**config.mk**
```make
export PLATFORM = sky130hd
export DESIGN_NAME = r2sdf_butterfly_stage
export DESIGN_NICKNAME = d
export VERILOG_FILES = /design/src/rtl/r2sdf_butterfly_stage.sv
export SDC_FILE = /design/constraint.sdc
export NUM_CORES = 1
export LEC_CHECK = 0
export ABC_AREA = 0
export BUFFER_PORTS_ARGS = -buffer_cell sky130_fd_sc_hd__buf_4
export CAP_MARGIN = 20
export CELL_PAD_IN_SITES_DETAIL_PLACEMENT = 1
export CELL_PAD_IN_SITES_GLOBAL_PLACEMENT = 1
export CORE_MARGIN = 4
export CORE_UTILIZATION = 30
export DETAILED_ROUTE_END_ITERATION = 10
export PLACE_DENSITY = 0.75
export SETUP_SLACK_MARGIN = 0.2
export SYNTH_ARGS = -nofsm -noshare
export SYNTH_HDL_FRONTEND = slang
export SYNTH_HIERARCHICAL = 1
export SYNTH_SLANG_ARGS = --single-unit
```
**constraint.sdc**
```tcl
create_clock -name clk -period 2.35 [get_ports clk]
set_input_delay 0.1175 -clock clk [delete_from_list [all_inputs] [get_ports clk]]
set_output_delay 0.1175 -clock clk [all_outputs]
set_load 0.01 [all_outputs]
```
**src/rtl/r2sdf_butterfly_stage.sv**
```systemverilog
// Radix-2 single-path delay-feedback butterfly stage. The delay line lives outside
// the block: fb_data feeds it and fb_ret returns the value written DEPTH cycles earlier.
module r2sdf_bfly_lane #(
  parameter int WIDTH = 16
) (
  input  logic signed [WIDTH-1:0] x,
  input  logic signed [WIDTH:0]   a,
  output logic signed [WIDTH:0]   xe,
  output logic signed [WIDTH:0]   sum,
  output logic signed [WIDTH:0]   dif
);
  // a is always a sign-extended input sample, so WIDTH+1 bits hold a+x and a-x exactly
  assign xe  = {x[WIDTH-1], x};
  assign sum = a + xe;
  assign dif = a - xe;
endmodule

module r2sdf_butterfly_stage #(
  parameter int WIDTH = 16,
  parameter int DEPTH = 8,
  parameter int CNT_W = $clog2(DEPTH)
) (
  input  logic                     clk,
  input  logic                     rst_n,
  input  logic                     in_valid,
  output logic                     in_ready,
  input  logic [2*WIDTH-1:0]       in_data,
  output logic [2*(WIDTH+1)-1:0]   fb_data,
  input  logic [2*(WIDTH+1)-1:0]   fb_ret,
  output logic                     out_valid,
  output logic [2*(WIDTH+1)-1:0]   out_data,
  output logic                     out_tw,
  output logic [CNT_W-1:0]         out_idx,
  output logic                     err
);
  localparam int NUM_LANES = 2;  // lane 1 = re, lane 0 = im
  localparam int CW        = WIDTH + 1;

  localparam logic [1:0] S_IDLE  = 2'd0;
  localparam logic [1:0] S_FILL  = 2'd1;
  localparam logic [1:0] S_BFLY  = 2'd2;
  localparam logic [1:0] S_DRAIN = 2'd3;

  logic [1:0]       state, state_nx;
  logic [CNT_W-1:0] cnt, cnt_nx;
  logic             pend, pend_nx;
  logic             err_nx, acc, last;

  logic [NUM_LANES-1:0][CW-1:0] x_c, a_c, sum_c, dif_c, fb_c;
  logic                         o_v, o_tw;
  logic [2*CW-1:0]              o_d;
  logic [CNT_W-1:0]             o_idx;

  assign a_c = fb_ret;

  genvar l;
  generate
    for (l = 0; l < NUM_LANES; l++) begin : g_lane
      r2sdf_bfly_lane #(.WIDTH(WIDTH)) u_lane (
        .x   (in_data[l*WIDTH +: WIDTH]),
        .a   (a_c[l]),
        .xe  (x_c[l]),
        .sum (sum_c[l]),
        .dif (dif_c[l])
      );
    end
  endgenerate

  // DRAIN only takes a sample in its first cycle, which keeps back-to-back frames seamless
  assign in_ready = (state != S_DRAIN) || (cnt == '0);
  assign acc      = in_valid && in_ready;
  assign last     = (cnt == CNT_W'(DEPTH - 1));
  assign fb_data  = fb_c;

  always_comb begin
    state_nx = state;
    cnt_nx   = cnt;
    pend_nx  = pend;
    err_nx   = 1'b0;
    fb_c     = '0;
    o_v      = 1'b0;
    o_d      = '0;
    o_tw     = 1'b0;
    o_idx    = '0;
    case (state)
      S_IDLE: begin
        if (acc) begin
          fb_c     = x_c;
          cnt_nx   = CNT_W'(1);
          state_nx = S_FILL;
        end
      end
      S_FILL: begin
        fb_c = x_c;
        if (acc) begin
          // previous frame's differences stream out while this frame fills
          if (pend) begin
            o_v   = 1'b1;
            o_d   = fb_ret;
            o_tw  = 1'b1;
            o_idx = cnt;
          end
          cnt_nx = cnt + CNT_W'(1);
          if (last) begin
            pend_nx  = 1'b0;
            state_nx = S_BFLY;
          end
        end else begin
          err_nx   = 1'b1;
          pend_nx  = 1'b0;
          cnt_nx   = '0;
          state_nx = S_IDLE;
        end
      end
      S_BFLY: begin
        fb_c = dif_c;
        if (acc) begin
          o_v    = 1'b1;
          o_d    = sum_c;
          o_idx  = cnt;
          cnt_nx = cnt + CNT_W'(1);
          if (last) begin
            pend_nx  = 1'b1;
            state_nx = S_DRAIN;
          end
        end else begin
          err_nx   = 1'b1;
          pend_nx  = 1'b0;
          cnt_nx   = '0;
          state_nx = S_IDLE;
        end
      end
      S_DRAIN: begin
        o_v   = 1'b1;
        o_d   = fb_ret;
        o_tw  = 1'b1;
        o_idx = cnt;
        if (acc) begin
          fb_c     = x_c;
          cnt_nx   = CNT_W'(1);
          state_nx = S_FILL;
        end else begin
          cnt_nx = cnt + CNT_W'(1);
          if (last) begin
            pend_nx  = 1'b0;
            state_nx = S_IDLE;
          end
        end
      end
      default: state_nx = S_IDLE;
    endcase
  end

  always_ff @(posedge clk or negedge rst_n) begin
    if (!rst_n) begin
      state     <= S_IDLE;
      cnt       <= '0;
      pend      <= 1'b0;
      out_valid <= 1'b0;
      out_data  <= '0;
      out_tw    <= 1'b0;
      out_idx   <= '0;
      err       <= 1'b0;
    end else begin
      state     <= state_nx;
      cnt       <= cnt_nx;
      pend      <= pend_nx;
      out_valid <= o_v;
      out_data  <= o_d;
      out_tw    <= o_tw;
      out_idx   <= o_idx;
      err       <= err_nx;
    end
  end
endmodule

```
After elaboration in Yosys (flattened, before gate mapping)
Index checks and enable logic that the tools add are counted.

Flip-flop bits (word level): 46. Input port bits: 69. Output and inout bits: 75.

$add $sub $neg: 5. Eq/ne operators: 10. Multiplexer cells: 35. Reduce and logical (&&, ||, !) cells: 9.

Operator list (number): case mux 34 bit (3 select lines) (2); 2-to-1 mux 34 bit (4); adder 17 x 16 -> 17 bit (2); subtractor 17 x 16 -> 17 bit (2); 2-to-1 mux 3 bit (6); case mux 3 bit (3 select lines) (2); 2-to-1 mux 2 bit (7); 2-to-1 mux 1 bit (10); != test 3 bit (second input constant) (3); case mux 2 bit (4 select lines) (1); != test 2 bit (second input constant) (3); case mux 1 bit (3 select lines) (2); == test 2 bit (second input constant) (2); AND reduction 4 bit (1); OR reduction 2 bit (2); adder 3 x 1 -> 3 bit (second input constant) (1); == test 3 bit (second input constant) (1); logical NOT 3 bit (1); AND reduction 3 bit (1); nonzero test 3 bit (1); == test 2 x 1 -> 1 bit (second input constant) (1); logical NOT 2 bit (1); case mux 1 bit (2 select lines) (1); logical AND 1 bit (1); logical OR 1 bit (1).

Logic depth before layout (Yosys ltp)
Gate-level depths: netlist of run 1.

Word-level depth: 5. Mapped depth: 10. Gate-level depth less buffers: 10.

Hierarchy
The synthesis of run 1 kept the hierarchy.

Modules (own cells, without submodules): r2sdf_butterfly_stage (times used 1, cells each 199, area an instance 2373.5 µm²); r2sdf_bfly_lane at g_lane[0].u_lane (times used 1, cells each 257, area an instance 1764.2 µm²); r2sdf_bfly_lane at g_lane[1].u_lane (times used 1, cells each 257, area an instance 1761.7 µm²).

Least setup slack after synthesis of run 1
OpenSTA, ideal clock, no wires.

Path type: input-to-output. Start: input in_data[3]. End: output fb_data[12]. Arrival: 1.964 ns. Slack: 0.268 ns. Stages: 10. Cell sequence: inv_1 -> ha_1 -> buf_6 -> o211ai_2 -> a21oi_1 -> o41a_1 -> a211o_1 -> a21oi_1 -> xnor2_1 -> a22o_1.

RTL lines: start: declaration (RTL line 27) `input logic [2*WIDTH-1:0] in_data,`; end: declaration (RTL line 28) `output logic [2*(WIDTH+1)-1:0] fb_data,`.

==> run_results.csv, run 1 <==
group,metric,value,unit
outcome,status,"completed",
routing,wl_met3,779,um
cells_and_area,instances_no_fill,1146,
timing,rsz0062_at_grt,"true",
worst_setup_path,worstSetupPathType,"in -> out",
floorplanning,core,0.0194,sq mm
worst_setup_path,reg2reg_from,"state[0]",
logic_synthesis,yosysMostFrequentCell,"ha_1",
logic_synthesis,synthTopCellsByArea,"dfrtp_1 (20%), ha_1 (15%), a22o_1 (10%), xnor2_1 (6.2%), buf_4 (5.3%)",
logic_synthesis,synth_nets,858,
routing,drt-total-wl,21700,um
logic_synthesis,syn_inst,713,
logic_synthesis,synth_cell_types,61,
pwr,cellPowerDensity,603,mW/mm^2
logic_synthesis,synthFlopType,"dfrtp_1",
timing,fin_setup_tns,0,ns
flow_run,cap_viol_max_count,0,
place,gp_congestion,0.832,
pwr,p_total,5060,uW
pwr,clockPowerShare,0.153,
worst_setup_path,crit_arrival,2.21,ns
clocking,clk_path_buf_depth,2,
global_route,grt_pass1_wl,33100,um
floorplanning,boundaryPins,144,
global_route,grt_pass1_vias,6194,
pwr,power.share.sequential,0.177,
clocking,cts_made_buffers,5,
timing,fin_crit_sh,0.991,
timing,setup_viol,0,
floorplanning,die_area,0.0220,sq mm
global_route,grt_overflow,0,
routing,drc_errors,0,
timing,finalHoldViolCount,0,
hold_path,hold_depth,2,
routing,firstDrtPassIters,4,
cells_and_area,drive_above_1_share,0.367,
logic_synthesis,yosysTopAreaCell,"dfrtp_1",
clocking,clockRootBuffer,"clkbuf_16",
routing,viasPerCell,5.06,
routing,routed.top_layer,"met4",
logic_synthesis,ys_ff_latch,46,
clocking,clock_latency,0.30,ns
worst_setup_path,critical_path.startpoint_type,"primary input",
worst_setup_path,required,2.23,ns
floorplanning,die_w,148,um
routing,wl_met2,11000,um
routing,ant_nets,0,
place,dp_cells,1107,
worst_setup_path,rrSetupSlack,0.34,ns
logic_synthesis,yosysTopAreaCellShare,0.195,
cells_and_area,final_core_util,0.433,
floorplanning,fp.dieH,148,um
timing,finalCriticalPeriod,2.33,ns
hold_path,min_from,"fb_ret[17]",
pwr,ir_drop,0.288,mV
worst_setup_path,critical-path-slowest-cell,"o41a_1",
worst_setup_path,r2r_cells,7,
timing,timing.fmax,430,MHz
routing,wl_per_cell,18.9,um
pwr,power.internal,3040,uW
logic_synthesis,synth_area,0.00590,sq mm
worst_setup_path,max_stage_delay,0.42,ns
timing,tightest_slew,0.632,ns
global_route,track_usage,0.188,
logic_synthesis,ys_seq_area_frac,0.195,
global_route,grt_max_degree,47,
routing,drt-met1-wl,9690,um
cells_and_area,fillCellCount,2302,
pwr,switching_power,2010,uW
pwr,p_sw_frac,0.398,
place,dp_hpwl,15600,um
hold_path,hold_end,"out_data[17]",
cells_and_area,diodes,0,
logic_synthesis,synth_edf_count,0,
logic_synthesis,ys_warn_count,6,
worst_setup_path,critPathMaxFanout,4,
floorplanning,initial_core_util,0.304,
timing,slew_violations,0,
worst_setup_path,timing.rr.end,"out_data[0]",
routing,drt-initial-drc-count,217,
clocking,htree_levels,2,
cells_and_area,syn_to_final_growth,42.2,%
timing,finClkSkew,0.0137,ns
worst_setup_path,crit_chain,"buf_8, inv_4, ha_4, fa_2, nand2b_4, a21oi_4, o41a_1, a211o_1, a21oi_2, xnor2_1, a22o_1, buf_6",
logic_synthesis,syn_avg_cell_area,8.27,sq um
global_route,grt_antenna_before_repair,0,
clocking,cts.clk_slew.worst_paths,0.07,ns
cells_and_area,multi_input_area,0.00437,sq mm
routing,vias,5798,
worst_setup_path,endpoint_kind,"output port",
cells_and_area,seq_area,0.00115,sq mm
floorplanning,rows,51,
timing,max_slew_margin,0.579,
logic_synthesis,ys_top_cells_by_count,"ha_1 (72), inv_1 (69), a22o_1 (68)",
place,io_buffers,143,
pwr,leakage,0.00407,uW
pwr,power_frac_comb,0.670,
clocking,clock_sinks,46,
hold_path,hold_path_class,"in -> reg",
cells_and_area,nNetsFinal,1025,
logic_synthesis,ys_async_sr_fraction,1.00,
clocking,cts_tree,"yes",
timing,whs,0.0552,ns
## sequential cells by signal, indices dropped and copies added, names as in the netlist
register	flops
cnt	3
err	1
out_data	34
out_idx	3
out_tw	1
out_valid	1
pend	1
state	2
## logic make-up (layout without fill, tap and decap cells)
kind of cell / count (synthesis) / after routing / synth area share
buf+inv: 148 / 315 / 0.133
simple gates: 149 / 149 / 0.126
xor+xnor: 54 / 54 / 0.0802
flops: 46 / 46 / 0.195
compound gates: 238 / 239 / 0.296
mux: 2 / 2 / 0.00361
fa+ha+maj: 76 / 76 / 0.166
## per-layer routing
metal,global-route usage,vias to the layer above
met1,0.243,2872
li1,-,2797
met2,0.335,110
met5,0,-
met3,0.0283,19
met4,0.0374,0
## metrics by stage
stage          cell area, sq um  worst slack (ns)
3_3_place_gp               7260           -0.0970
4_1_cts                    8010            0.0319
5_1_grt                    8390           -0.0541
2_1_floorplan              5900             0.268
6_report                   8390            0.0222
3_5_place_dp               7260            -0.204
## worst max-delay path, delay by kind of cell
family,cells,cell delay (ns)
AND/OR/NAND/NOR,1,0.14
buffers and inverters,3,0.26
adder cells (fa/ha/maj),2,0.33
AO/OA/AOI/OAI,5,1.23
XOR/XNOR,1,0.10
## power groups by stage
stage                     logic (uW)  clock network, uW  registers [uW]
after detailed placement        2430                  0             910
after floorplan                 1490                  0             926
final                           3390                773             896
after global placement          2390                  0             908
after CTS                       3050                789             893
after global routing            3650                821             904
## repair_timing
action,in CTS,in global routing
buffers inserted,20,6
setup endpoints to repair,34,48
endpoints found under the hold margin,46,0
gates cloned,3,1
hold buffers,1,0
gates resized for setup,77,66
pin swaps,43,25
## area by class of cell
cell class,count,area share
clock buffer,7,0.0170
clock inverter,1,0.000596
inverter,71,0.0330
multi-input combinational,520,0.521
sequential,46,0.137
tap,265,0.0395
timing repair buffer,236,0.252
## cells in the final DEF (no fill, tap or decap), types with 7 or more instances in the layout
master	synthesis	final
a21oi_2	0	10
a22o_1	68	65
nor3_1	10	10
nand2_1	20	20
a21oi_1	50	38
xor2_1	12	12
a21o_1	12	12
buf_4	42	176
inv_1	69	61
ha_4	0	13
dfrtp_1	46	45
clkbuf_16	0	7
buf_6	8	45
nor2b_1	15	13
nor2_1	59	59
o21ai_0	30	27
ha_1	72	55
xnor2_1	42	42
a211oi_1	9	7
nand2b_1	15	13
## worst max-delay path by stage
stage,start,to,cells after the start
2_1_floorplan,in_data[3],fb_data[12],10
3_3_place_gp,fb_ret[17],fb_data[33],12
3_5_place_dp,fb_ret[17],fb_data[33],12
4_1_cts,fb_ret[17],fb_data[33],12
5_1_grt,in_data[17],fb_data[30],12
6_report,fb_ret[17],fb_data[33],12
(Power assumes the default switching activity.)
==> inputs of run 2 (changes only) <==
--- a/config.mk
+++ b/config.mk
@@ -15,3 +15,3 @@
 export DETAILED_ROUTE_END_ITERATION = 10
-export PLACE_DENSITY = 0.75
+export PLACE_DENSITY = 0.77
 export SETUP_SLACK_MARGIN = 0.2
==> constraint.sdc (replaced) <==
create_clock -name clk -period 1.91 [get_ports clk]
set_input_delay 0.382 -clock clk [delete_from_list [all_inputs] [get_ports clk]]
set_output_delay 0.382 -clock clk [all_outputs]
set_load 0.1 [all_outputs]
==> run 2 against run 1 <==
The run now ends with setup timing left. Global-route usage increased by 6.5 points. Clock power increased by 27%. Critical endpoint is now fb_data[10]. Via count up 23%. Core utilization grew 16 points. Combinational power rose by 130%. Register-to-register slack got worse by 0.31 ns.
==> run_results.csv, run 2 (same netlist as run 1, synthesis figures left out) <==
group,metric,value,unit
floorplanning,fp.dieH,148,um
cells_and_area,largest_reg_flops,34,
global_route,grt_max_degree,47,
routing,ant_nets,0,
outcome,violations,"setup timing",
worst_setup_path,critical_path.startpoint_type,"primary input",
global_route,grt_pass1_vias,7786,
cells_and_area,reg_top3,"out_data (34), cnt (3), out_idx (3)",
pwr,cellPowerDensity,866,mW/mm^2
pwr,switching_power,5090,uW
clocking,cts_made_buffers,5,
timing,finalCriticalPeriod,2.98,ns
clocking,clockRootBuffer,"clkbuf_16",
pwr,power.share.sequential,0.112,
timing,setup_viol,57,
cells_and_area,layout_commonest_cell,"buf_4",
floorplanning,initial_core_util,0.304,
place,dp_hpwl,17400,um
timing,layout_setup_ws,-1.07,ns
cells_and_area,diodes,0,
timing,fin_crit_sh,1.56,
routing,firstDrtPassIters,4,
hold_path,hold_path_class,"in -> async",
clocking,htree_levels,2,
routing,routed.top_layer,"met4",
worst_setup_path,critPathMaxFanout,3,
pwr,leakage,0.00544,uW
routing,wl_met2,16300,um
clocking,clock_sinks,46,
clocking,cts.clk_slew.worst_paths,0.08,ns
timing,finClkSkew,0.00867,ns
clocking,clock_latency,0.30,ns
worst_setup_path,required,1.53,ns
worst_setup_path,worstSetupPathType,"in -> out",
floorplanning,rows,51,
worst_setup_path,critical-path-slowest-cell,"fa_2",
pwr,ir_drop,0.783,mV
timing,timing.fmax,336,MHz
worst_setup_path,crit_chain,"buf_8, clkinv_8, ha_4, fa_2, nand2b_4, a21oi_4, o41a_1, buf_6, a21o_1, a21oi_2, xnor2_1, a22o_4, buf_12",
routing,viasPerCell,5.39,
cells_and_area,syn_to_final_growth,95.6,%
cells_and_area,drive_above_1_share,0.619,
place,dp_cells,1247,
cells_and_area,nNetsFinal,1201,
timing,finalHoldViolCount,0,
global_route,grt_pass1_wl,44000,um
routing,wl_per_cell,24.1,um
floorplanning,boundaryPins,144,
routing,drc_errors,0,
routing,drt-met1-wl,12200,um
floorplanning,die_area,0.0220,sq mm
routing,vias,7122,
outcome,status,"complete, but fails checks",
timing,rsz0062_at_grt,"true",
cells_and_area,mostFrequentLayoutCells,"buf_4 (291), buf_6 (63), nor2_1 (48)",
pwr,clockPowerShare,0.098,
worst_setup_path,max_stage_delay,0.39,ns
place,io_buffers,143,
floorplanning,core,0.0194,sq mm
pwr,power_frac_comb,0.790,
worst_setup_path,endpoint_kind,"output port",
pwr,power.internal,4910,uW
timing,slew_violations,0,
timing,max_slew_margin,0.554,
routing,drt-initial-drc-count,348,
place,place_ws,-1.08,ns
cells_and_area,instances_no_fill,1322,
pwr,p_total,9990,uW
clocking,clk_path_buf_depth,2,
routing,drt-total-wl,31800,um
cells_and_area,regMostFlops,"out_data",
floorplanning,die_w,148,um
flow_run,cap_viol_max_count,0,
timing,fin_setup_tns,-31.19,ns
worst_setup_path,cp_top_family,"compound AO/OA/AOI/OAI gates",
worst_setup_path,crit_arrival,2.60,ns
routing,wl_met3,1540,um
worst_setup_path,path_buf_inv,4,
place,gp_congestion,0.886,
pwr,p_sw_frac,0.509,
timing,tightest_slew,0.669,ns
global_route,track_usage,0.253,
global_route,grt_antenna_before_repair,0,
clocking,cts_tree,"yes",
global_route,grt_overflow,0,
[run 2: worst paths after layout]
kind | startpoint | slack [ns] | depth (start not counted) | to
setup / recovery | fb_ret[0] | -1.07 | 13 | fb_data[10]
hold / removal | rst_n | 0.11 | 1 | out_data[8]
setup reg to reg | state[1] | 0.03 | 9 | out_data[7]
hold reg to reg | pend | 0.61 | 1 | pend
max in group asynchronous | rst_n | 1.31 | 1 | state[1]
min in group clk | fb_ret[33] | 0.33 | 2 | out_data[33]
[run 2: layout make-up]
class / count / area [sq um]
flip-flops and latches: 46 / 1150
repair buffers: 412 / 4060
fillers: 2126 / 7860
multi-input cells: 520 / 5470
clock inverters: 1 / 8.76
inverters: 71 / 374
clock buffers: 7 / 143
well taps: 265 / 332
[run 2: what timing repair did]
item | 4_1_cts | 5_1_grt
setup buffers | 33 | 27
hold buffers | 0 | 0
resized for setup | 253 | 99
endpoints found under the setup margin | 78 | 79
gates cloned | 5 | 2
pin swaps | 73 | 66
[run 2: power by group through the flow]
stage | Clock [uW] | Combinational, uW | Sequential [uW]
3_3_place_gp | 0 | 5750 | 1110
4_1_cts | 996 | 7070 | 1110
5_1_grt | 1030 | 8150 | 1120
3_5_place_dp | 0 | 5860 | 1120
2_1_floorplan | 0 | 3870 | 1470
6_report | 984 | 7890 | 1120
[run 2: per-layer routing]
layer,up-vias,track usage
met1,3535,0.293
met5,-,0
met2,305,0.464
met3,129,0.0381
li1,3153,-
met4,0,0.107
[run 2: per-stage QoR]
step                utilization  hold slack, ns  instance area (sq um)
floorplan                     -          0.0864                   6810
global placement          0.472           0.449                   9160
detailed placement        0.472           0.467                   9160
CTS                       0.557           0.143                  10800
global route              0.595           0.161                  11500
finish                    0.595           0.112                  11500
